<file path="config.mk">
export PLATFORM = sky130hd
export DESIGN_NAME = alu_op_issue
export DESIGN_NICKNAME = d
export VERILOG_FILES = /design/src/rtl/alu_op_issue_pkg.sv /design/src/rtl/alu_op_issue_decode.sv /design/src/rtl/alu_op_issue.sv
export SDC_FILE = /design/constraint.sdc
export NUM_CORES = 1
export LEC_CHECK = 0
export ABC_AREA = 1
export CAP_MARGIN = 20
export CORE_ASPECT_RATIO = 0.8
export CORE_MARGIN = 1
export CORE_UTILIZATION = 39
export DETAILED_ROUTE_END_ITERATION = 7
export PLACE_DENSITY = 0.85
export SLEW_MARGIN = 20
export SYNTH_ARGS = -nofsm -noshare
export SYNTH_HDL_FRONTEND = slang
export SYNTH_SLANG_ARGS = --single-unit
</file>
<file path="constraint.sdc">
create_clock -name clk -period 1.6 [get_ports clk]
set_input_delay 0.24 -clock clk [delete_from_list [all_inputs] [get_ports clk]]
set_output_delay 0.24 -clock clk [all_outputs]
set_load 0.02 [all_outputs]
</file>
<file path="src/rtl/alu_op_issue_pkg.sv">
// Shared ALU operation encodings and ALUOp class values.
// Imported by the issue stage, its decoder and the ALU.
package alu_op_issue_pkg;

  localparam int OP_W = 4;

  localparam logic [OP_W-1:0] OP_AND     = 4'b0000;
  localparam logic [OP_W-1:0] OP_OR      = 4'b0001;
  localparam logic [OP_W-1:0] OP_ADD     = 4'b0010;
  localparam logic [OP_W-1:0] OP_SUB     = 4'b0011;
  localparam logic [OP_W-1:0] OP_XOR     = 4'b0100;
  localparam logic [OP_W-1:0] OP_SRL     = 4'b0101;
  localparam logic [OP_W-1:0] OP_LUI     = 4'b0111;
  localparam logic [OP_W-1:0] OP_EQ      = 4'b1000;
  localparam logic [OP_W-1:0] OP_ILLEGAL = 4'b1001;
  localparam logic [OP_W-1:0] OP_SLT     = 4'b1100;
  localparam logic [OP_W-1:0] OP_SLL     = 4'b1110;
  localparam logic [OP_W-1:0] OP_SRA     = 4'b1111;

  localparam logic [1:0] ALUOP_MEM    = 2'b00;
  localparam logic [1:0] ALUOP_BRANCH = 2'b01;
  localparam logic [1:0] ALUOP_ARITH  = 2'b10;
  localparam logic [1:0] ALUOP_LUI    = 2'b11;

  // Funct7 value selecting SUB / SRA.
  localparam logic [6:0] FUNCT7_ALT = 7'b0100000;

  function automatic logic [7:0] sat_inc8(input logic [7:0] v);
    if (v == 8'd255) begin
      return 8'd255;
    end else begin
      return v + 8'd1;
    end
  endfunction

endpackage

</file>
<file path="src/rtl/alu_op_issue_decode.sv">
// Combinational decode of ALUOp/Funct3/Funct7/ALUSrc into an ALU Operation.
module alu_op_decode
  import alu_op_issue_pkg::*;
(
  input  logic [1:0]      ALUOp,
  input  logic [2:0]      Funct3,
  input  logic [6:0]      Funct7,
  input  logic            ALUSrc,
  output logic [OP_W-1:0] Operation,
  output logic            illegal
);

  logic [OP_W-1:0] op_s;
  logic            alt_s;

  assign alt_s = (Funct7 == FUNCT7_ALT);

  // Class and function-field decode; anything unmapped is ILLEGAL.
  always_comb begin
    op_s = OP_ILLEGAL;
    case (ALUOp)
      ALUOP_MEM: op_s = OP_ADD;
      ALUOP_BRANCH: begin
        if (Funct3 == 3'b000 || Funct3 == 3'b001) begin
          op_s = OP_EQ;
        end else begin
          op_s = OP_ILLEGAL;
        end
      end
      ALUOP_ARITH: begin
        case (Funct3)
          3'b000: begin
            // Immediate forms never subtract, whatever Funct7 holds.
            if (!ALUSrc && alt_s) begin
              op_s = OP_SUB;
            end else begin
              op_s = OP_ADD;
            end
          end
          3'b001: op_s = OP_SLL;
          3'b010: op_s = OP_SLT;
          3'b100: op_s = OP_XOR;
          3'b101: begin
            if (alt_s) begin
              op_s = OP_SRA;
            end else begin
              op_s = OP_SRL;
            end
          end
          3'b110: op_s = OP_OR;
          3'b111: op_s = OP_AND;
          default: op_s = OP_ILLEGAL;
        endcase
      end
      ALUOP_LUI: op_s = OP_LUI;
      default: op_s = OP_ILLEGAL;
    endcase
  end

  assign Operation = op_s;
  assign illegal   = (op_s == OP_ILLEGAL);

endmodule

</file>
<file path="src/rtl/alu_op_issue.sv">
// Single-register issue stage: decodes the ALU operation and holds
// SrcA/SrcB/Operation behind a valid/ready handshake.
module alu_op_issue
  import alu_op_issue_pkg::*;
#(
  parameter int DATA_WIDTH    = 32,
  parameter int OPCODE_LENGTH = 4
) (
  input  logic                     clk,
  input  logic                     reset,
  input  logic                     in_valid,
  output logic                     in_ready,
  input  logic [1:0]               ALUOp,
  input  logic [2:0]               Funct3,
  input  logic [6:0]               Funct7,
  input  logic                     ALUSrc,
  input  logic [DATA_WIDTH-1:0]    rs1_data,
  input  logic [DATA_WIDTH-1:0]    rs2_data,
  input  logic [DATA_WIDTH-1:0]    Imm,
  input  logic                     flush,
  output logic                     out_valid,
  input  logic                     out_ready,
  output logic [DATA_WIDTH-1:0]    SrcA,
  output logic [DATA_WIDTH-1:0]    SrcB,
  output logic [OPCODE_LENGTH-1:0] Operation,
  output logic                     illegal,
  output logic [7:0]               illegal_count
);

  logic [OP_W-1:0]          op_s;
  logic                     illegal_s;
  logic                     accept_s;
  logic                     out_valid_r;
  logic [DATA_WIDTH-1:0]    srca_r;
  logic [DATA_WIDTH-1:0]    srcb_r;
  logic [OPCODE_LENGTH-1:0] operation_r;
  logic                     illegal_r;
  logic [7:0]               illegal_count_r;

  alu_op_decode u_decode (
    .ALUOp     (ALUOp),
    .Funct3    (Funct3),
    .Funct7    (Funct7),
    .ALUSrc    (ALUSrc),
    .Operation (op_s),
    .illegal   (illegal_s)
  );

  assign in_ready = !out_valid_r || out_ready;
  assign accept_s = in_valid && in_ready && !flush;

  // Pipeline register: reset beats flush, flush beats accept/drain.
  always_ff @(posedge clk) begin
    if (reset) begin
      out_valid_r     <= 1'b0;
      srca_r          <= '0;
      srcb_r          <= '0;
      operation_r     <= '0;
      illegal_r       <= 1'b0;
      illegal_count_r <= 8'd0;
    end else if (flush) begin
      out_valid_r <= 1'b0;
    end else if (accept_s) begin
      out_valid_r <= 1'b1;
      srca_r      <= rs1_data;
      srcb_r      <= ALUSrc ? Imm : rs2_data;
      operation_r <= OPCODE_LENGTH'(op_s);
      illegal_r   <= illegal_s;
      if (illegal_s) begin
        illegal_count_r <= sat_inc8(illegal_count_r);
      end else begin
        illegal_count_r <= illegal_count_r;
      end
    end else if (out_ready) begin
      out_valid_r <= 1'b0;
    end else begin
      out_valid_r <= out_valid_r;
    end
  end

  assign out_valid     = out_valid_r;
  assign SrcA          = srca_r;
  assign SrcB          = srcb_r;
  assign Operation     = operation_r;
  assign illegal       = illegal_r;
  assign illegal_count = illegal_count_r;

endmodule

</file>
==> results.tsv <==
stage	metric	value	unit
status	outcome	completed	
global_route	antenna violations before repair	0	
finish	layout cells sized above 1	0.07932	
clocking	# clock sinks	78	
synth	top cell type's share of synthesized area	0.4451	
power	P_leak	2.725	nW
synth	mapped cell area	0.003508	sq mm
timing	Final Max Slew Viols	0	
timing	RSZ-0062 raised after global routing	true	
timing	share of the clock period used by the worst path	0.9632	
timing	Final setup viols	0	
routing	WL final	10650	um
finish	Multi-input gate area	0.001610	sq mm
floorplan	Die Ht	86.84	um
critical_path	r2r worst-path depth	8	
routing	vias per cell	4.837	
synth	mean post-synth cell area	6.906	sq um
power	Max VDD drop	0.0005007	V
synth	post-synthesis mux area share	0	
synth	Synth Area in Adders	0.003566	
hold_path	worst min-delay path category	flop to flop	
clocking	clk buf depth	2	
clocking	CTS Buf Count	9	
finish	P&R area growth vs syn	67.80	%
finish	final net count	816	
synth	Netlist cell types	27	
routing	1st-pass router iterations	4	
clocking	clock latency on the worst-skew pair	340	ps
synth	Post-Syn Instances	508	
routing	DR WL/cell	13.01	um
critical_path	CP Capture Type	output pin	
clocking	CTS tree	built	
synth	post-synth top area cell	dfxtp_1	
floorplan	CORE AREA	0.008596	sq mm
finish	filler cell count	695	
timing	Setup Skew	6.983	ps
timing	max_slew headroom	0.8200	
clocking	CTS Root Cell	clkbuf_8	
finish	# diodes	0	
routing	Routed Antenna Nets	0	
synth	XOR/XNOR Fraction of Synth Area	0.002496	
critical_path	CP max-delay cell	clkdlybuf4s50_1	
critical_path	crit-path max cell delay	620	ps
critical_path	flop-to-flop setup slack	100	ps
floorplan	Rows	30	
synth	Synth Area in Simple Gates	0.2364	
routing	DRT iter0 DRCs	214	
global_route	largest net degree at the start of global routing	65	
placed_design	number of port buffers	192	
floorplan	Die ar.	0.009382	sq mm
hold_path	worst hold path stage count	2	
finish	Final Instance Area	0.005887	sq mm
critical_path	largest fanout on the critical path	2	
critical_path	critical-path cell list	clkdlybuf4s50_1	
timing	hold_ws	466.0	ps
critical_path	data required time at the worst endpoint	1360	ps
timing	Tmin final	1541	ps
synth	Main synth FF type	dfxtp_1	
global_route	GRT overflow	0	
critical_path	CP Launch Type	flop	
synth	largest family of logic cells by synthesized area	simple AND/OR/NAND/NOR gates	
placed_design	GPL Wtd Cong	0.9056	
global_route	Global Route Usage Sum	0.2223	
routing	vias post-DR	3957	
critical_path	crit path DAT	1300	ps
timing	Final Hold Viols	0	
synth	Seq cells post-synth	78	
synth	compound-gate portion of the synthesized area	0.2115	
placed_design	dpl cell area	0.005672	sq mm
synth	cells taking the most area after synthesis	dfxtp_1 45%, nor2_1 12%, a21oi_1 11%	
synth	sequential fraction of the synthesis area	0.4451	
floorplan	IO Count	193	
global_route	vias in the first global route	3869	
synth	Post-synth EDFFs	0	
critical_path	Buffers & Inverters on Critical Path	1	
floorplan	die width	108.0	um
synth	commonest cells in the netlist	114 x nor2_1, 78 x dfxtp_1, 75 x a21oi_1	
job	max cap viols	0	
clocking	H-tree depth	3	
finish	register area	0.001563	sq mm
clocking	hold-fix buffers at CTS	0	
synth	yosys warns	0	
global_route	global-route wire length before repair	16830	um
floorplan	Initial Utilization	0.4082	
clocking	Reg clk slew, reported paths	90	ps
synth	most common cell in the netlist	nor2_1	
critical_path	Setup CP Type	flop to output pin	
synth	Synth async-reset ratio	0	
critical_path	CP Depth	1	
routing	DRC	0	
timing	Worst-Margin Slew	269.6	ps
power	PD cells	784.7	mW/mm^2
timing	Max Fclk	0.6489	GHz
synth	Post-Syn Nets	623	
placed_design	detailed placer's ending HPWL	7945	um
critical_path	Top Family by Delay on Critical Path	buffers and inverters	
-- path summary, 6_finish.rpt --
check,start,to
setup / recovery,SrcA[23],SrcA[23]
hold / removal,illegal,illegal
setup reg to reg,illegal_count[0],illegal_count[4]
hold reg to reg,illegal,illegal
-- per-layer routing --
metal,vias to the layer above,share of wire,GRT usage
met5,-,0,0
met4,0,0.017,0.07347
met3,18,0.087,0.07444
met2,149,0.48,0.4059
met1,1772,0.41,0.2408
li1,2018,-,-
-- registers in the layout (all words and copies together), names as in the netlist --
register and count:
illegal 1, out_valid 1, SrcB 32, SrcA 32, Operation 4, illegal_count 8
-- cell type report --
class	count	area share
inverter	63	0.04017
clock buffer	9	0.02104
tap	112	0.02380
multi-input combinational	338	0.2735
sequential	78	0.2655
clock inverter	7	0.01063
timing repair buffer	211	0.3654
-- cells by family (layout without fill, tap and decap cells) --
logic type                 after synthesis  in the layout
DFF                                     78             78
and+or+nand+nor                        189            189
buffers and inverters                   92            290
xor gates and xnor gates                 1              1
adders and majority gates                1              1
AOI/OAI and AO/OA                      147            147
-- what timing repair did --
action | in CTS | in global routing
setup buffers | 0 | 0
gates cloned | 0 | 0
gates resized for setup | 9 | 15
endpoints found under the setup margin | 9 | 17
pin swaps | 0 | 1
-- through the flow --
stage | setup TNS, ps | power [mW] | cells | setup slack, ps | utilization
2_1_floorplan | 0 | 2.616 | 508 | 32.89 | -
3_3_place_gp | -5303 | 3.231 | 802 | -150.2 | 0.6598
3_5_place_dp | -8789 | 3.268 | 802 | -237.9 | 0.6598
4_1_cts | 0 | 4.665 | 818 | 24.16 | 0.6802
5_1_grt | -5.119 | 4.844 | 818 | -5.119 | 0.6849
6_report | 0 | 4.620 | 818 | 58.94 | 0.6849
-- placed cells by master, fill, tap and decap left out, types with 2 or more instances in the layout --
master           Yosys  routed
clkbuf_8             0       9
dlymetal6s2s_1       0      11
a21oi_2              1       2
clkdlybuf4s50_1      0     171
nand2_2              3       2
dlygate4sd2_1        0       9
nor2_1             114     114
nand2_1             38      38
nand2_4              1       2
inv_6                0       5
nand3_1             21      21
o21ai_0             70      70
a21oi_1             75      74
nand4_1              2       2
inv_2                4       4
buf_12               0       6
dfxtp_1             78      77
nand3_2              2       2
buf_4                0      13
nand3b_1             2       2
inv_1               58      58
nor3_4               1       2
-- where the power goes --
group | internal [mW] | total (mW) | leakage, nW | switching (mW)
clock | 0.603 | 1.40 | 0.0936 | 0.799
sequential | 2.06 | 2.12 | 0.642 | 0.0565
combinational | 0.584 | 1.10 | 1.99 | 0.518
(Power assumes the default switching activity.)
